$ cat src/rtl/dma_arb_pkg.sv
// Shared types, default widths and helpers for the DMA job arbiter and its bench.
// The job struct uses the default widths; parameterised instances carry their own vectors.
package dma_arb_pkg;

  localparam int DefNumReq         = 4;
  localparam int DefAddrWidth      = 48;
  localparam int DefLenWidth       = 32;
  localparam int DefMaxOutstanding = 4;
  localparam int DefCntWidth       = 32;

  typedef struct packed {
    logic [DefAddrWidth-1:0] src;
    logic [DefAddrWidth-1:0] dst;
    logic [DefLenWidth-1:0]  len;
  } dma_job_t;

  typedef enum logic {
    ST_IDLE  = 1'b0,
    ST_ISSUE = 1'b1
  } arb_state_e;

  // Next round-robin start position after granting idx among num requesters.
  function automatic int rr_next(input int idx, input int num);
    return (idx + 1 >= num) ? 0 : idx + 1;
  endfunction

endpackage

$ cat src/rtl/dma_arb_idx_fifo.sv
// Small FIFO of requester indices, one entry per job in flight, so in-order
// completions can be routed back to whoever issued the job.
module dma_arb_idx_fifo #(
  parameter int Depth = 4,
  parameter int Width = 2
) (
  input  logic             clk_i,
  input  logic             rst_ni,
  input  logic             push,
  input  logic             pop,
  input  logic [Width-1:0] wdata,
  output logic [Width-1:0] rdata,
  output logic             full,
  output logic             empty
);

  localparam int PtrW = (Depth > 1) ? $clog2(Depth) : 1;
  localparam int CntW = $clog2(Depth + 1);
  localparam logic [PtrW-1:0] LastPtr  = PtrW'(Depth - 1);
  localparam logic [CntW-1:0] DepthCnt = CntW'(Depth);

  logic [Width-1:0] mem [Depth];
  logic [PtrW-1:0]  wr_ptr;
  logic [PtrW-1:0]  rd_ptr;
  logic [CntW-1:0]  count;
  logic             do_push;
  logic             do_pop;

  assign do_pop  = pop && !empty;
  assign do_push = push && (!full || do_pop);
  assign full    = (count == DepthCnt);
  assign empty   = (count == '0);
  assign rdata   = mem[rd_ptr];

  always_ff @(posedge clk_i) begin
    if (do_push) begin
      mem[wr_ptr] <= wdata;
    end
  end

  // Pointers wrap explicitly so non-power-of-two depths work too.
  always_ff @(posedge clk_i) begin
    if (!rst_ni) begin
      wr_ptr <= '0;
      rd_ptr <= '0;
      count  <= '0;
    end else begin
      if (do_push) begin
        wr_ptr <= (wr_ptr == LastPtr) ? '0 : wr_ptr + 1'b1;
      end
      if (do_pop) begin
        rd_ptr <= (rd_ptr == LastPtr) ? '0 : rd_ptr + 1'b1;
      end
      case ({do_push, do_pop})
        2'b10:   count <= count + 1'b1;
        2'b01:   count <= count - 1'b1;
        default: count <= count;
      endcase
    end
  end

endmodule

$ cat src/rtl/dma_job_arbiter.sv
// Round-robin arbiter sharing one DMA job frontend between NumReq requesters,
// with an outstanding-job limit, in-order completion routing and drain support.
module dma_job_arbiter
  import dma_arb_pkg::*;
#(
  parameter int NumReq         = DefNumReq,
  parameter int AddrWidth      = DefAddrWidth,
  parameter int LenWidth       = DefLenWidth,
  parameter int MaxOutstanding = DefMaxOutstanding,
  parameter int CntWidth       = DefCntWidth
) (
  input  logic                          clk_i,
  input  logic                          rst_ni,
  input  logic [NumReq-1:0]             req_valid_i,
  output logic [NumReq-1:0]             req_ready_o,
  input  logic [NumReq*AddrWidth-1:0]   req_src_i,
  input  logic [NumReq*AddrWidth-1:0]   req_dst_i,
  input  logic [NumReq*LenWidth-1:0]    req_len_i,
  output logic [NumReq-1:0]             cmpl_o,
  output logic                          dma_valid_o,
  input  logic                          dma_ready_i,
  output logic [AddrWidth-1:0]          dma_src_o,
  output logic [AddrWidth-1:0]          dma_dst_o,
  output logic [LenWidth-1:0]           dma_len_o,
  input  logic                          dma_done_i,
  input  logic                          drain_i,
  output logic                          busy_o,
  output logic                          done_o,
  output logic [CntWidth-1:0]           issued_cnt_o,
  output logic                          err_o
);

  localparam int IdxW = $clog2(NumReq);
  localparam int OutW = $clog2(MaxOutstanding + 1);
  localparam logic [OutW-1:0] MaxOut = OutW'(MaxOutstanding);

  // Handshake rules: a requester job moves when req_valid_i[i] & req_ready_o[i];
  // ready depends on valid, never the reverse. The DMA job moves when
  // dma_valid_o & dma_ready_i; dma_valid_o and payload hold until then.

  // FSM state is kept as a named signal for checkers to bind to.
  arb_state_e        state;
  logic [IdxW-1:0]   rr_ptr;
  logic [OutW-1:0]   outstanding;
  logic [IdxW-1:0]   grant;
  logic              found;
  logic              accept;
  logic              pop;
  logic              fifo_full;
  logic              fifo_empty;
  logic [IdxW-1:0]   head;
  logic [AddrWidth-1:0] sel_src;
  logic [AddrWidth-1:0] sel_dst;
  logic [LenWidth-1:0]  sel_len;
  logic [NumReq-1:0]    cmpl_next;

  // First valid at or above the pointer wins; otherwise wrap to the lowest valid.
  always_comb begin
    grant = '0;
    found = 1'b0;
    for (int i = 0; i < NumReq; i++) begin
      if (!found && req_valid_i[i] && (IdxW'(i) >= rr_ptr)) begin
        grant = IdxW'(i);
        found = 1'b1;
      end
    end
    for (int i = 0; i < NumReq; i++) begin
      if (!found && req_valid_i[i]) begin
        grant = IdxW'(i);
        found = 1'b1;
      end
    end
  end

  assign accept = (state == ST_IDLE) && !drain_i && (outstanding < MaxOut)
                  && !fifo_full && found;
  assign pop    = dma_done_i && !fifo_empty;

  always_comb begin
    req_ready_o = '0;
    sel_src     = '0;
    sel_dst     = '0;
    sel_len     = '0;
    cmpl_next   = '0;
    for (int i = 0; i < NumReq; i++) begin
      req_ready_o[i] = accept && (grant == IdxW'(i));
      cmpl_next[i]   = pop && (head == IdxW'(i));
      if (grant == IdxW'(i)) begin
        sel_src = req_src_i[i*AddrWidth +: AddrWidth];
        sel_dst = req_dst_i[i*AddrWidth +: AddrWidth];
        sel_len = req_len_i[i*LenWidth +: LenWidth];
      end
    end
  end

  always_ff @(posedge clk_i) begin
    if (!rst_ni) begin
      state        <= ST_IDLE;
      dma_valid_o  <= 1'b0;
      dma_src_o    <= '0;
      dma_dst_o    <= '0;
      dma_len_o    <= '0;
      issued_cnt_o <= '0;
    end else begin
      case (state)
        ST_IDLE: begin
          if (accept) begin
            dma_src_o   <= sel_src;
            dma_dst_o   <= sel_dst;
            dma_len_o   <= sel_len;
            dma_valid_o <= 1'b1;
            state       <= ST_ISSUE;
          end
        end
        ST_ISSUE: begin
          if (dma_ready_i) begin
            dma_valid_o <= 1'b0;
            state       <= ST_IDLE;
            if (issued_cnt_o != '1) begin
              issued_cnt_o <= issued_cnt_o + 1'b1;
            end
          end
        end
        default: begin
          dma_valid_o <= 1'b0;
          state       <= ST_IDLE;
        end
      endcase
    end
  end

  // A done that finds nothing in flight is dropped and flagged permanently.
  always_ff @(posedge clk_i) begin
    if (!rst_ni) begin
      rr_ptr      <= '0;
      outstanding <= '0;
      cmpl_o      <= '0;
      err_o       <= 1'b0;
    end else begin
      cmpl_o <= cmpl_next;
      if (accept) begin
        rr_ptr <= IdxW'(rr_next(int'(grant), NumReq));
      end
      case ({accept, pop})
        2'b10:   outstanding <= outstanding + 1'b1;
        2'b01:   outstanding <= outstanding - 1'b1;
        default: outstanding <= outstanding;
      endcase
      if (dma_done_i && fifo_empty) begin
        err_o <= 1'b1;
      end
    end
  end

  assign busy_o = (outstanding != '0);
  assign done_o = drain_i && (outstanding == '0) && (state == ST_IDLE);

  dma_arb_idx_fifo #(
    .Depth (MaxOutstanding),
    .Width (IdxW)
  ) u_idx_fifo (
    .clk_i  (clk_i),
    .rst_ni (rst_ni),
    .push   (accept),
    .pop    (pop),
    .wdata  (grant),
    .rdata  (head),
    .full   (fifo_full),
    .empty  (fifo_empty)
  );

endmodule

$ cat config.mk
export PLATFORM = sky130hd
export DESIGN_NAME = dma_job_arbiter
export DESIGN_NICKNAME = d
export VERILOG_FILES = /design/src/rtl/dma_arb_pkg.sv /design/src/rtl/dma_arb_idx_fifo.sv /design/src/rtl/dma_job_arbiter.sv
export SDC_FILE = /design/constraint.sdc
export NUM_CORES = 1
export LEC_CHECK = 0
export ABC_AREA = 1
export BUFFER_PORTS_ARGS = -buffer_cell sky130_fd_sc_hd__buf_2
export CORE_AREA = 2 2 270 272
export CTS_CLUSTER_SIZE = 12
export DETAILED_ROUTE_END_ITERATION = 6
export DIE_AREA = 0 0 272 274
export PLACE_DENSITY = 0.4
export SETUP_SLACK_MARGIN = 0.2
export SLEW_MARGIN = 20
export SYNTH_ARGS = -nofsm -noshare
export SYNTH_HDL_FRONTEND = slang
export SYNTH_SLANG_ARGS = --single-unit
$ cat constraint.sdc
create_clock -name clk_i -period 6.87 [get_ports clk_i]
set_clock_uncertainty 0.15 [all_clocks]
set_input_delay 0.3435 -clock clk_i [delete_from_list [all_inputs] [get_ports clk_i]]
set_output_delay 0.3435 -clock clk_i [all_outputs]
set_load 0.03 [all_outputs]
==> metrics.txt <==
outcome=complete, no violations; TritonCTS Buffers=17; met2 WL=about 35,000 um; post_cts resized=0; vias per cell=4.39; drt pass-1 iters=5; GR Overflow Total=0; Met1 Routed Length=29,800 um; WP data required=6.38 ns; final setup TNS=0 ns; Antenna Nets Post-Route=0; RSZ-0062 raised after global routing=false; Top FF cell, synth=dfxtp_1; Max Freq=0.208 GHz; nets=between 3,000 and 4,000; clock share of power=0.164; initial core utilization=0.186; die area=about 75,000 um2; PwrDens=363 nW/um2; DR WL/cell=18.8 um; Int Pwr=3.15 mW; Root Buffer=clkbuf_16; WHS=0.0997 ns; library cells used by synthesis=37; DR DRC count=0; critical path class=reg2out; post-route design area=18,100 um2; Max FO, Critical Path=65; port buffer count=between 600 and 700; Mean Syn Cell Area=5.98 um2; GR Util All Layers=0.181; Net Count, Synth=approximately 2,800; wire length on met3=4880 um; CORE AREA=roughly 72,000 um2; maximum capacitance violations=0; Net Sw Power=between 3 and 4 mW; global-route wire length before repair=101,000 um; Vias=16,500; CTS clk-pin slew, worst paths=around 0.09 ns; CP Capture Type=output pin; CTS max path bufs=2; Max-slew headroom=0.325; Worst VDD drop=0.349 mV; total power=6.56 mW; antenna violations before repair=26; Async SR Flop Fraction=0; drt total wl=approximately 71,000 um; Hold Path Stages=6; minimum clock period=4.82 ns; Die W=roughly 270 um; number of flops mapped to enable cells by yosys=8; actual slew at the worst max-slew pin=approximately 1 ns; leakage power=between 9 and 10 nW; Syn Inst Count=2,236; I/O Pins=693; DR top layer=met5; CTS tree=done; sequential share of the synthesized area=0.289; std cell rows=99; setup violators final=0; H-tree Lvls=4; Tcrit/Tclk final=0.701; Startpoint Class=flip-flop; Net Sw Frac=0.520; hold_buf cts=2; flops & latches, synth=189; Slew Limit Fails=0; number of cells on the worst reg-to-reg path=19; Die Y=274 um; Placement Cell Area=17,400 um2; clk sinks=approximately 190; setup bufs post-CTS=0; DR iter-0 viols=760; number of global-route vias before repair=15,400; HP Class=in2reg; synthesis warning total=0; DPL Wire Length=about 53,000 um; mapped cell area=13,400 um2; share of layout cells above drive strength 1=0.328; worst path arrival time=4.32 ns; largest net degree at the start of global routing=169; Sequential Power Share=0.242; P&R area growth vs syn=35.0%; Combinational Power Share=0.594; clk_lat worst skew=0.50 ns; routability cong.=0.833; final hold violations=0
[logic make-up after synthesis]
group	share of synthesized area
simple gates	0.431
compound gates	0.174
buf+inv	0.0837
flops	0.289
fa+ha+maj	0.0142
xor+xnor	0.00852
[sequential cells by signal, indices dropped and copies added, names as in the netlist, named ones only]
register	cells
dma_dst_o	48
dma_src_o	48
dma_len_o	32
issued_cnt_o	32
u_idx_fifo.mem	8
cmpl_o	4
outstanding	3
u_idx_fifo.count	3
rr_ptr	2
u_idx_fifo.rd_ptr	2
u_idx_fifo.wr_ptr	2
dma_valid_o	1
err_o	1
state	1
[critical path: stages (launching register included)]
cell and delay, ns:
dfxtp_1 0.37, inv_2 0.06, nand3_2 0.08, nand3_1 0.12, nor2_2 0.17, nand2_1 0.06
o21ai_0 0.71, inv_1 0.26, ha_4 0.23, buf_4 0.35, inv_4 0.65, buf_12 0.36
nor2_1 0.10, buf_2 0.21
[placed cells by master (no fill, tap or decap), types with 10 or more instances in the layout]
master	netlist	final
a21oi_1	277	277
a21oi_2	20	20
buf_2	54	691
buf_4	1	12
clkbuf_16	0	17
dfxtp_1	181	181
diode_2	0	10
inv_1	66	64
nand2_1	677	677
nand2_2	12	12
nand3_1	280	280
nor2_1	207	207
o21ai_0	145	145
or2_2	128	128
[cell usage after synthesis, types with 2 or more instances]
library cell	n	area share
buf_2	54	0.020
nand2_4	2	0.0017
nand4_1	4	0.0019
nand3_2	2	0.0015
nor2_1	207	0.058
o21ai_0	145	0.054
clkbuf_1	86	0.024
dfxtp_1	181	0.27
inv_1	66	0.019
nor2_2	3	0.0014
a21oi_2	20	0.013
or2_2	128	0.060
nor2_4	2	0.0017
nor3_1	3	0.0011
inv_2	4	0.0011
nand3_1	280	0.10
xnor2_1	4	0.0026
edfxtp_1	8	0.018
nand2_1	677	0.19
nand2_2	12	0.0056
buf_1	26	0.0073
fa_1	2	0.0030
a21oi_1	277	0.10
ha_1	12	0.011
buf_6	11	0.0093
xor2_1	9	0.0059
[cell type report]
class                   instances  area [um2]
fillers                      8433       53900
multi-input cells            1797        8430
flip-flops and latches        189        3860
repair buffers                710        3660
well taps                     959        1200
clock buffers                  17         425
inverters                      70         273
clock inverters                15         173
diodes                         10        25.0
[metrics by stage]
step	worst slack (ns)	cells	utilization
2_1_floorplan	4.01	2236	-
3_3_place_gp	2.30	3723	0.242
3_5_place_dp	2.28	3723	0.242
4_1_cts	1.95	3757	0.250
5_1_grt	1.61	3761	0.251
6_report	2.05	3767	0.251
[layer usage]
layer / vias up / track usage
met1: 7545 / 0.221
li1: 8402 / -
met2: 489 / 0.314
met4: 20 / 0.0374
met3: 69 / 0.0527
met5: - / 0
[final timing paths]
path / start / end / slack, ns
worst max-delay path: rr_ptr[1]$_SDFFE_PN0P_ / req_ready_o[1] / 2.05
worst min-delay path: req_src_i[156] / dma_src_o[12]$_SDFFE_PN0P_ / 0.1
worst max register to register: rr_ptr[1]$_SDFFE_PN0P_ / dma_src_o[1]$_SDFFE_PN0P_ / 2.37
worst min register to register: err_o$_SDFFE_PN0P_ / err_o$_SDFFE_PN0P_ / 0.31
[power by group through the flow]
stage / Clock, mW / Sequential [mW] / Combinational, mW
CTS: 1.13 / 1.59 / 3.97
finish: 1.07 / 1.59 / 3.90
global route: 1.17 / 1.63 / 4.35
detailed placement: 0 / 1.61 / 3.95
global placement: 0 / 1.61 / 3.97
floorplan: 0 / 2.13 / 2.15
(Power assumes the default switching activity.)
